File: config.mk
export PLATFORM = sky130hd
export DESIGN_NAME = lsu_rmw
export DESIGN_NICKNAME = d
export VERILOG_FILES = /design/src/rtl/lsu_pkg.sv /design/src/rtl/lsu_align.sv /design/src/rtl/lsu_rmw.sv
export SDC_FILE = /design/constraint.sdc
export NUM_CORES = 1
export LEC_CHECK = 0
export BUFFER_PORTS_ARGS = -buffer_cell sky130_fd_sc_hd__buf_4
export CORE_ASPECT_RATIO = 0.9
export CORE_MARGIN = 4
export CORE_UTILIZATION = 37
export CTS_CLUSTER_SIZE = 14
export DETAILED_ROUTE_END_ITERATION = 7
export GPL_ROUTABILITY_DRIVEN = 0
export SYNTH_ARGS = -nofsm -noshare
export SYNTH_HDL_FRONTEND = slang
export SYNTH_SLANG_ARGS = --single-unit
export TNS_END_PERCENT = 20
File: constraint.sdc
create_clock -name clk -period 3.6 [get_ports clk]
set_input_delay 0.36 -clock clk [delete_from_list [all_inputs] [get_ports clk]]
set_output_delay 0.36 -clock clk [all_outputs]
set_load 0.01 [all_outputs]
File: src/rtl/lsu_pkg.sv
// Shared encodings for the load/store unit.
package lsu_pkg;

    localparam int unsigned XLEN = 32;

    // RV32I funct3 encodings for loads and stores
    localparam logic [2:0] F3_B  = 3'd0;
    localparam logic [2:0] F3_H  = 3'd1;
    localparam logic [2:0] F3_W  = 3'd2;
    localparam logic [2:0] F3_BU = 3'd4;
    localparam logic [2:0] F3_HU = 3'd5;

    typedef enum logic [1:0] {
        IDLE = 2'd0,
        RD   = 2'd1,
        WR   = 2'd2,
        RESP = 2'd3
    } state_e;

endpackage

File: src/rtl/lsu_align.sv
// Combinational lane handling: load extract/extend, store merge, request legality.
module lsu_align
    import lsu_pkg::*;
(
    input  logic [2:0]      chk_funct3,
    input  logic [1:0]      chk_addr,
    input  logic            chk_we,
    output logic            chk_err,
    input  logic [2:0]      funct3,
    input  logic [1:0]      addr_lo,
    input  logic [XLEN-1:0] word,
    input  logic [XLEN-1:0] wdata,
    output logic [XLEN-1:0] ld_data,
    output logic [XLEN-1:0] st_data
);

    logic       illegal;
    logic       misal;
    logic [7:0] byte_sel;
    logic [15:0] half_sel;

    // Misaligned access or funct3 not defined for this direction
    always_comb begin
        illegal = 1'b0;
        misal   = 1'b0;
        if (chk_we) begin
            illegal = (chk_funct3 > F3_W);
        end else begin
            illegal = (chk_funct3 == 3'd3) || (chk_funct3 == 3'd6) || (chk_funct3 == 3'd7);
        end
        case (chk_funct3)
            F3_H, F3_HU: misal = chk_addr[0];
            F3_W:        misal = |chk_addr;
            default:     misal = 1'b0;
        endcase
        chk_err = illegal | misal;
    end

    // Select the addressed lane and extend it to a full word
    always_comb begin
        byte_sel = word[{addr_lo, 3'b000} +: 8];
        half_sel = addr_lo[1] ? word[31:16] : word[15:0];
        case (funct3)
            F3_B:    ld_data = {{24{byte_sel[7]}}, byte_sel};
            F3_BU:   ld_data = {24'd0, byte_sel};
            F3_H:    ld_data = {{16{half_sel[15]}}, half_sel};
            F3_HU:   ld_data = {16'd0, half_sel};
            F3_W:    ld_data = word;
            default: ld_data = '0;
        endcase
    end

    // Overlay the store lane onto the old word; SW takes wdata whole
    always_comb begin
        st_data = word;
        case (funct3)
            F3_B: st_data[{addr_lo, 3'b000} +: 8] = wdata[7:0];
            F3_H: begin
                if (addr_lo[1]) begin
                    st_data[31:16] = wdata[15:0];
                end else begin
                    st_data[15:0] = wdata[15:0];
                end
            end
            default: st_data = wdata;
        endcase
    end

endmodule

File: src/rtl/lsu_rmw.sv
// Load/store unit with read-modify-write for sub-word stores to a word-only memory.
module lsu_rmw
    import lsu_pkg::*;
(
    input  logic            clk,
    input  logic            reset,
    input  logic            req_valid,
    output logic            req_ready,
    input  logic            req_we,
    input  logic [2:0]      req_funct3,
    input  logic [XLEN-1:0] req_addr,
    input  logic [XLEN-1:0] req_wdata,
    output logic            resp_valid,
    output logic [XLEN-1:0] resp_rdata,
    output logic            resp_err,
    output logic            mem_we,
    output logic [XLEN-1:0] mem_a,
    output logic [XLEN-1:0] mem_wd,
    input  logic [XLEN-1:0] mem_rd
);

    state_e          state_q, state_d;
    logic [XLEN-1:0] addr_q, addr_d;
    logic [2:0]      funct3_q, funct3_d;
    logic            we_q, we_d;
    logic [XLEN-1:0] wdata_q, wdata_d;
    logic [XLEN-1:0] rdata_q, rdata_d;
    logic            err_q, err_d;

    logic            req_err;
    logic [XLEN-1:0] ld_data;
    logic [XLEN-1:0] st_data;

    lsu_align u_align (
        .chk_funct3 (req_funct3),
        .chk_addr   (req_addr[1:0]),
        .chk_we     (req_we),
        .chk_err    (req_err),
        .funct3     (funct3_q),
        .addr_lo    (addr_q[1:0]),
        .word       (mem_rd),
        .wdata      (wdata_q),
        .ld_data    (ld_data),
        .st_data    (st_data)
    );

    // Next state; wdata_q is reused to hold the merged word after the RMW read
    always_comb begin
        state_d  = state_q;
        addr_d   = addr_q;
        funct3_d = funct3_q;
        we_d     = we_q;
        wdata_d  = wdata_q;
        rdata_d  = rdata_q;
        err_d    = err_q;
        case (state_q)
            IDLE: begin
                if (req_valid) begin
                    addr_d   = req_addr;
                    funct3_d = req_funct3;
                    we_d     = req_we;
                    wdata_d  = req_wdata;
                    rdata_d  = '0;
                    err_d    = req_err;
                    if (req_err) begin
                        state_d = RESP;
                    end else if (req_we && (req_funct3 == F3_W)) begin
                        state_d = WR;
                    end else begin
                        state_d = RD;
                    end
                end
            end
            RD: begin
                if (we_q) begin
                    wdata_d = st_data;
                    state_d = WR;
                end else begin
                    rdata_d = ld_data;
                    state_d = RESP;
                end
            end
            WR:      state_d = RESP;
            RESP:    state_d = IDLE;
            default: state_d = IDLE;
        endcase
    end

    // State and request registers
    always_ff @(posedge clk or posedge reset) begin
        if (reset) begin
            state_q  <= IDLE;
            addr_q   <= '0;
            funct3_q <= '0;
            we_q     <= 1'b0;
            wdata_q  <= '0;
            rdata_q  <= '0;
            err_q    <= 1'b0;
        end else begin
            state_q  <= state_d;
            addr_q   <= addr_d;
            funct3_q <= funct3_d;
            we_q     <= we_d;
            wdata_q  <= wdata_d;
            rdata_q  <= rdata_d;
            err_q    <= err_d;
        end
    end

    // Outputs decoded from state and registers
    assign req_ready  = (state_q == IDLE);
    assign resp_valid = (state_q == RESP);
    assign resp_rdata = rdata_q;
    assign resp_err   = err_q;
    assign mem_we     = (state_q == WR);
    assign mem_a      = ((state_q == RD) || (state_q == WR)) ? {addr_q[XLEN-1:2], 2'b00} : '0;
    assign mem_wd     = (state_q == WR) ? wdata_q : '0;

endmodule

==> impl_metrics.json, run 1 <==
{
  "cts_tree": "done",
  "synth-xor-area-share_pct": 0,
  "overflow": 0,
  "synth_cells": 583,
  "ir_drop_uv": 480,
  "std_cell_rows": 43,
  "avgSynthCellArea_um2": 10.0,
  "synth_fa_ha_area_share_pct": 2.14,
  "core_area_um2": 15500,
  "synth-compound-area-share_pct": 19.0,
  "fp.dieH_um": 127,
  "port_buffers": 200,
  "synth_top_area_share_pct": 44.0,
  "nets": 865,
  "layout_min_cycle_time_ns": 2.90,
  "yosysWarnings": 0,
  "die_area_um2": 17900,
  "power_leakage_nw": 3.69,
  "place_area_um2": 7480,
  "max_freq_ghz": 0.345,
  "synth_area_um2": 5860,
  "outcome": "finished clean",
  "h-tree-depth": 3,
  "cts_num_sinks": 103,
  "post_drt_via_cell_ratio": 5.58,
  "finalCritPeriodShare_pct": 80.5,
  "grt_pass1_vias": 5359,
  "post-dp-hpwl_um": 14500,
  "ios": 203,
  "start_util_pct": 37.8,
  "synth_top_family_by_area": "compound AO/OA/AOI/OAI gates",
  "die_w_um": 141,
  "first_pass_iters": 5,
  "hold_buffers": 0,
  "num_antenna_cells": 0,
  "synth_edf_count": 0,
  "grt.total_usage_pct": 21.0,
  "cp_max_fo": 42,
  "area_growth_pct": 33.2,
  "powerDensity_nw_per_um2": 891,
  "ys_ff_latch": 103,
  "cts_resized": 0,
  "min-delay-path-class": "input pin to asynchronous set/reset pin",
  "startpoint_type": "flop",
  "muxShareOfSynthArea_pct": 14.0,
  "clock_path_buffers": 2,
  "cts_buffers": 9,
  "postCtsSetupBuffers": 0,
  "finalSetupViolCount": 0,
  "root_buffer": "clkbuf_16",
  "path_class": "flop to flop",
  "maxSlewViolCount": 0,
  "antenna_found_initial": 0,
  "maxCapViolCount": 0,
  "drc_errors": 0,
  "cp.required_ns": 3.84,
  "synth_cell_types": 46,
  "synth_area_leaders": "dfrtp_1, mux2_2, and2_1, a221o_1, o21ai_0",
  "num_vias": 5351,
  "path_clk_slew_ns": 0.07,
  "design_area_um2": 7800,
  "cp-end-kind": "flop",
  "drt_iter0_markers": 441,
  "hold_viol_final": 0,
  "rsz0062_at_grt": "false",
  "synthSimpleGateAreaFrac_pct": 16.3,
  "yosysSeqAreaShare_pct": 44.0,
  "wire_per_inst_um": 20.1,
  "routed_wirelength_um": 19300,
  "yosysTopAreaCell": "dfrtp_1",
  "insertion_delay_ns": 0.36,
  "tns_ns": 0,
  "tightest_slew_ns": 1.39,
  "yosys_most_used_dff": "dfrtp_1",
  "grt_first_pass_wirelength_um": 29600,
  "grt_max_degree": 83,
  "fin_skew_ns": 0.0120,
  "drive_above_1_share_pct": 38.0,
  "maxSlewHeadroom_pct": 6.22,
  "p_total_mw": 6.95,
  "critical_path_arrival_ns": 3.14,
  "postRouteAntennaNets": 0,
  "async_reset_ff_share_pct": 100
}
## kinds of logic after synthesis
kind of cell,count (synthesis)
compound gates,156
fa+ha+maj,10
buf+inv,62
flops,103
mux,74
other cells,1
simple gates,177
## per-stage QoR
step / setup slack (ns) / util (%) / hold WS (ns) / std cells
2_1_floorplan: 0.536 / - / 0.442 / 584
3_3_place_gp: 0.806 / 48.3 / 0.467 / 943
3_5_place_dp: 0.741 / 48.3 / 0.465 / 943
4_1_cts: 0.720 / 50.3 / 0.225 / 959
5_1_grt: 0.442 / 50.3 / 0.223 / 959
6_report: 0.701 / 50.3 / 0.223 / 959
## worst max-delay path, cell delays in order, from the launching register on
cell and delay, ns:
dfrtp_1 0.40, inv_1 0.13, ha_1 0.65, clkinv_1 0.14
buf_4 0.29, nor3_1 0.40, or2_1 0.38, mux2_2 0.38
## per-layer routing
metal / track usage (%) / share of wire, % / up-vias
li1: - / - / 2450
met1: 27.6 / 42 / 2592
met2: 33.7 / 46 / 264
met3: 5.69 / 9.1 / 45
met4: 7.35 / 3.2 / 0
met5: 0 / 0 / -
## final timing paths
check / cells after the start / slack [ns] / from / to
worst min register to register: 2 / 0.47 / wdata_q[27]$_DFFE_PP0P_ / wdata_q[27]$_DFFE_PP0P_
worst max register to register: 7 / 0.70 / state_q[1]$_DFFE_PP0N_ / wdata_q[15]$_DFFE_PP0P_
min in group clk: 2 / 0.24 / req_addr[4] / addr_q[4]$_DFFE_PP0P_
worst max-delay path: 7 / 0.70 / state_q[1]$_DFFE_PP0N_ / wdata_q[15]$_DFFE_PP0P_
max in group asynchronous: 3 / 2.43 / reset / addr_q[18]$_DFFE_PP0P_
worst min-delay path: 2 / 0.22 / reset / addr_q[6]$_DFFE_PP0P_
## report_power, final
part / switching [mW] / internal (mW)
sequential: 0.417 / 1.63
clock: 0.448 / 0.611
combinational: 1.97 / 1.87
## Yosys cell counts (2+ instances only)
library cell / number
a211o_1: 2
a31oi_1: 8
nor3b_1: 3
a21oi_1: 25
dfrtp_1: 103
buf_1: 4
nor3_1: 2
nand2_1: 57
nand4_1: 8
clkbuf_1: 39
a22oi_1: 23
nand2b_1: 9
nor2_1: 13
and2_1: 62
nor4bb_1: 3
or3b_2: 2
o21ai_0: 43
ha_1: 10
buf_4: 3
mux2_2: 54
buf_2: 6
a221o_1: 32
a221oi_1: 7
inv_1: 8
nand3_1: 6
mux2i_1: 19
a22o_1: 8
nor2b_1: 6
## state kept, by name, summed over array words and instances, names as in the netlist
| name | count |
|---|---|
| addr_q | 32 |
| funct3_q | 3 |
| resp_err | 1 |
| resp_rdata | 32 |
| state_q | 2 |
| wdata_q | 32 |
| we_q | 1 |
## layout make-up
class / instances / area [µm²]
Inverter: 9 / 36.3
Sequential cell: 103 / 2580
Fill cell: 1458 / 7700
Clock inverter: 7 / 95.1
Multi-Input combinational cell: 419 / 3040
Timing Repair Buffer: 210 / 1580
Clock buffer: 9 / 225
Tap cell: 202 / 253
## placed cells by master (no fill, tap or decap), types with 2 or more instances in the layout
| cell type | netlist | layout |
|---|---|---|
| a211o_1 | 2 | 2 |
| a21oi_1 | 25 | 25 |
| a221o_1 | 32 | 32 |
| a221oi_1 | 7 | 7 |
| a22o_1 | 8 | 8 |
| a22oi_1 | 23 | 23 |
| a31oi_1 | 8 | 8 |
| and2_1 | 62 | 62 |
| buf_4 | 3 | 210 |
| bufinv_16 | 0 | 2 |
| clkbuf_16 | 0 | 9 |
| clkinv_2 | 0 | 2 |
| conb_1 | 1 | 2 |
| dfrtp_1 | 103 | 103 |
| ha_1 | 10 | 10 |
| inv_1 | 8 | 7 |
| mux2_2 | 54 | 54 |
| mux2i_1 | 19 | 19 |
| nand2_1 | 57 | 57 |
| nand2b_1 | 9 | 9 |
| nand3_1 | 6 | 6 |
| nand4_1 | 8 | 8 |
| nor2_1 | 13 | 13 |
| nor2b_1 | 6 | 6 |
| nor3_1 | 2 | 2 |
| nor3b_1 | 3 | 2 |
| nor4bb_1 | 3 | 3 |
| o21ai_0 | 43 | 43 |
| or3b_2 | 2 | 2 |
Power figures use the tool's default switching activity.
==> run 2: changes to the inputs <==
- ABC_AREA: unset -> 1
- clock period: 3.6 -> 2.8 ns (I/O delays scaled with it)
==> impl_metrics.json, run 2 <==
{
  "hold_buffers": 0,
  "powerDensity_nw_per_um2": 1160,
  "root_buffer": "clkbuf_16",
  "fillCellCount": 1921,
  "ys_ff_latch": 103,
  "design_area_um2": 8630,
  "startpoint_type": "flop",
  "outcome": "finished clean",
  "yosysTopAreaCell": "dfrtp_1",
  "synth_cell_types": 30,
  "drt_iter0_markers": 515,
  "setup.worst_path.start": "addr_q[0]$_DFFE_PP0P_",
  "synth_top_area_share_pct": 38.4,
  "area_growth_pct": 28.7,
  "place_area_um2": 8350,
  "routed_wirelength_um": 21900,
  "path_class": "flop to flop",
  "antenna_found_initial": 0,
  "path_clk_slew_ns": 0.08,
  "cts_resized": 0,
  "start_util_pct": 37.9,
  "overflow": 0,
  "drive_above_1_share_pct": 19.8,
  "rr_endpoint": "wdata_q[31]$_DFFE_PP0P_",
  "core_area_um2": 17700,
  "tns_ns": 0,
  "finalSetupViolCount": 0,
  "ios": 203,
  "maxSlewHeadroom_pct": 47.7,
  "avgSynthCellArea_um2": 6.28,
  "num_antenna_cells": 0,
  "clock_path_buffers": 2,
  "fp.dieH_um": 136,
  "std_cell_rows": 46,
  "worst-path-buf-inv": 1,
  "ir_drop_uv": 609,
  "async_reset_ff_share_pct": 100,
  "die_w_um": 150,
  "yosysWarnings": 0,
  "cp-end-kind": "flop",
  "power_leakage_nw": 5.34,
  "fin_skew_ns": 0.0103,
  "post-dp-hpwl_um": 16700,
  "cp.required_ns": 3.08,
  "finalCritPeriodShare_pct": 84.9,
  "cp_slowest_stage_delay_ns": 0.67,
  "wire_per_inst_um": 14.8,
  "yosys_most_used_dff": "dfrtp_1",
  "synth_edf_count": 0,
  "ys_top_cells_by_count": "nand2_1, inv_1, dfrtp_1, nand3_1, nor2_1",
  "cts_buffers": 9,
  "nets": 1353,
  "reg2reg_depth": 7,
  "cts_tree": "done",
  "grt_max_degree": 58,
  "post_drt_via_cell_ratio": 4.74,
  "min-delay-path-class": "input pin to asynchronous set/reset pin",
  "tightest_slew_ns": 0.779,
  "maxCapViolCount": 0,
  "first_pass_iters": 5,
  "layout_min_cycle_time_ns": 2.38,
  "path_delay_family": "simple AND/OR/NAND/NOR gates",
  "crit_slowest_cell": "dfrtp_1",
  "port_buffers": 200,
  "dp_slack_ns": 0.538,
  "postRouteAntennaNets": 0,
  "path_common_cell": "nand3_1",
  "yosysSeqAreaShare_pct": 38.4,
  "die_area_um2": 20400,
  "maxSlewViolCount": 0,
  "synth_cells": 1069,
  "hold_viol_final": 0,
  "cp_cell_sequence": "inv_2 -> ha_1 -> nor2_1 -> nand3_1 -> nand3_1 -> nand2_1 -> a21oi_1",
  "drc_errors": 0,
  "fin_ws_ns": 0.422,
  "cts_num_sinks": 103,
  "rr_startpoint": "addr_q[0]$_DFFE_PP0P_",
  "max_freq_ghz": 0.421,
  "synth_most_common_cell": "nand2_1",
  "reg2reg_setup_slack_ns": 0.42,
  "crit_path_end": "wdata_q[31]$_DFFE_PP0P_",
  "insertion_delay_ns": 0.36,
  "final_common_cell": "nand2_1",
  "grt.total_usage_pct": 21.5,
  "synth_area_leaders": "dfrtp_1, nand2_1, inv_1, nand3_1, nor2_1",
  "synth_area_um2": 6710,
  "rsz0062_at_grt": "false",
  "holdWs_ns": 0.00260,
  "grt_first_pass_wirelength_um": 34500,
  "cp_max_fo": 16,
  "critical_path_arrival_ns": 2.66,
  "h-tree-depth": 3,
  "postCtsSetupBuffers": 0,
  "grt_pass1_vias": 6594,
  "cp.depth": 7,
  "layout_common_cells": "nand2_1, buf_4, inv_1",
  "num_vias": 7036
}
[run 2: cell count changes after synthesis, moves of 15 or more]
cell,change
mux2_2,-54
a22oi_1,-23
o21ai_0,-19
a21oi_1,-17
nand3_1,+75
nand2_1,+501
inv_1,+114
clkbuf_1,-15
and2_1,-61
nor2_1,+50
mux2i_1,-19
a221o_1,-32
[run 2: per-layer routing]
metal	global-route usage [%]	wire length, µm
met1	28.8	9610
met2	33.8	9900
met3	6.49	1960
met4	5.84	435
met5	0	0
[run 2: how the worst min path moves through the flow]
stage	from	cells after the start	to	slack, ns
after CTS	reset	2	wdata_q[2]$_DFFE_PP0P_	0.02
after detailed placement	reset	2	wdata_q[2]$_DFFE_PP0P_	0.42
after floorplan	req_addr[10]	2	addr_q[10]$_DFFE_PP0P_	0.39
after global routing	reset	2	wdata_q[2]$_DFFE_PP0P_	0.06
final	reset	2	wdata_q[2]$_DFFE_PP0P_	0.003
after global placement	reset	2	wdata_q[2]$_DFFE_PP0P_	0.40
[run 2: where the power goes]
group	switching [mW]	internal [mW]	total, mW
combinational	3.80	2.26	6.05
sequential	0.563	2.21	2.77
clock	0.611	0.611	1.22
[run 2: area by class of cell]
class	instances	area, µm²	area share, %
Clock buffer	9	225	2.61
Clock inverter	7	57.6	0.667
Inverter	127	485	5.62
Multi-Input combinational cell	787	3380	39.2
Sequential cell	103	2580	29.9
Tap cell	240	300	3.48
Timing Repair Buffer	212	1600	18.6
[run 2: cell families (layout without fill, tap and decap cells)]
logic type,Yosys count,in the layout,share of synthesized area (%)
simple gates,723,723,43.7
other cells,1,2,0.0559
fa+ha+maj,10,10,1.86
flops,103,103,38.4
compound gates,52,52,4.68
buf+inv,180,355,11.3
[run 2: metrics by stage]
step,util [%],power [mW],std cells
floorplan,-,6.77,1070
global placement,47.1,8.85,1469
detailed placement,47.1,8.88,1469
CTS,48.7,10.1,1485
global route,48.7,11.0,1485
finish,48.7,10.0,1485
==> run 3: changes to the inputs <==
- clock period: 2.8 -> 2.4 ns (I/O delays scaled with it)
==> impl_metrics.json, run 3 (same netlist as run 2, synthesis figures left out) <==
{
  "outcome": "complete, but fails checks",
  "violations": "negative hold slack",
  "p_total_mw": 11.8,
  "ios": 203,
  "dp_slack_ns": 0.421,
  "cts_resized": 0,
  "grt_pass1_vias": 6832,
  "cp-end-kind": "flop",
  "critical_path_arrival_ns": 2.28,
  "num_vias": 7072,
  "finalCritPeriodShare_pct": 82.9,
  "drt_iter0_markers": 497,
  "final_common_cell": "nand2_1",
  "drive_above_1_share_pct": 20.1,
  "maxCapViolCount": 0,
  "area_growth_pct": 29.6,
  "cts_buffers": 9,
  "post_drt_via_cell_ratio": 4.75,
  "routed_wirelength_um": 21900,
  "die_area_um2": 20400,
  "std_cell_rows": 46,
  "startpoint_type": "flop",
  "rsz0062_at_grt": "false",
  "fp.dieH_um": 136,
  "path_class": "flop to flop",
  "insertion_delay_ns": 0.36,
  "post-dp-hpwl_um": 16900,
  "postRouteAntennaNets": 0,
  "holdWs_ns": -0.00805,
  "maxSlewHeadroom_pct": 51.3,
  "maxSlewViolCount": 0,
  "grt_max_degree": 45,
  "nets": 1357,
  "max_freq_ghz": 0.503,
  "core_area_um2": 17700,
  "start_util_pct": 37.9,
  "hold_viol_final": 9,
  "power_leakage_nw": 5.38,
  "overflow": 0,
  "h-tree-depth": 3,
  "cp_max_fo": 28,
  "postCtsSetupBuffers": 0,
  "tns_ns": 0,
  "num_antenna_cells": 0,
  "die_w_um": 150,
  "cts_num_sinks": 103,
  "drc_errors": 0,
  "finalSetupViolCount": 0,
  "regArea_um2": 2580,
  "layout_common_cells": "nand2_1, buf_4, inv_1",
  "antenna_found_initial": 0,
  "port_buffers": 200,
  "path_clk_slew_ns": 0.07,
  "wire_per_inst_um": 14.7,
  "root_buffer": "clkbuf_16",
  "grt_first_pass_wirelength_um": 34900,
  "layout_min_cycle_time_ns": 1.99,
  "multi_input_area_um2": 3380,
  "fillCellCount": 1925,
  "cp.required_ns": 2.69,
  "powerDensity_nw_per_um2": 1360,
  "first_pass_iters": 5,
  "ir_drop_uv": 602,
  "tightest_slew_ns": 0.725,
  "fin_skew_ns": 0.00753,
  "clock_path_buffers": 2,
  "cts_tree": "done",
  "fin_ws_ns": 0.411,
  "grt.total_usage_pct": 21.6,
  "hold_buffers": 0,
  "min-delay-path-class": "input pin to asynchronous set/reset pin"
}
[run 3: cell types whose count changed in the layout (fill, tap and decap cells not counted), sizes merged]
cell    previous run  this run
buf              212       216
clkinv             4         1
clkbuf             9        11
inv              126       127
[run 3: layout make-up]
cell class / instances / share of cell area [%]
clock buffers: 11 / 2.91
multi-input cells: 787 / 38.9
inverters: 127 / 5.58
flip-flops and latches: 103 / 29.6
clock inverters: 5 / 0.460
well taps: 240 / 3.45
repair buffers: 216 / 19.1
[run 3: routing by layer]
layer / vias to the layer above / GRT usage, % / share of wire [%]
met5: - / 0 / 0
met3: 38 / 6.26 / 8.9
met4: 0 / 8.08 / 3.2
met1: 3216 / 28.4 / 43
met2: 245 / 34.0 / 45
li1: 3573 / - / -
[run 3: worst max-delay path: stages (launching register included)]
cell     delay [ns]
dfrtp_1        0.39
inv_1          0.09
ha_1           0.25
inv_4          0.27
nor2_1         0.14
nor2_4         0.23
nand2_4        0.17
inv_4          0.20
nor2_1         0.06
a21oi_1        0.11
[run 3: per-stage QoR]
step / instances / hold slack (ns) / util (%) / area [µm²]
detailed placement: 1473 / 0.399 / 47.4 / 8410
CTS: 1489 / 0.00444 / 49.1 / 8700
global placement: 1473 / 0.396 / 47.4 / 8410
finish: 1489 / -0.00805 / 49.1 / 8700
floorplan: 1070 / 0.350 / - / 6720
global route: 1489 / 0.0436 / 49.1 / 8700
[run 3: path summary, 6_finish.rpt]
| path | start | end | slack [ns] | cells after the start |
|---|---|---|---|---|
| min in group clk | req_addr[24] | addr_q[24]$_DFFE_PP0P_ | 0.07 | 3 |
| max reg2reg | state_q[1]$_DFFE_PP0N_ | wdata_q[26]$_DFFE_PP0P_ | 0.41 | 9 |
| max | state_q[1]$_DFFE_PP0N_ | wdata_q[26]$_DFFE_PP0P_ | 0.41 | 9 |
| max in group asynchronous | reset | resp_rdata[22]$_DFFE_PP0P_ | 1.77 | 3 |
| min reg2reg | resp_rdata[15]$_DFFE_PP0P_ | resp_rdata[15]$_DFFE_PP0P_ | 0.48 | 2 |
| min | reset | addr_q[8]$_DFFE_PP0P_ | -0.008 | 2 |
[run 3: power breakdown]
part / switching (mW) / internal (mW)
Combinational: 4.44 / 2.70
Sequential: 0.639 / 2.57
Clock: 0.695 / 0.769
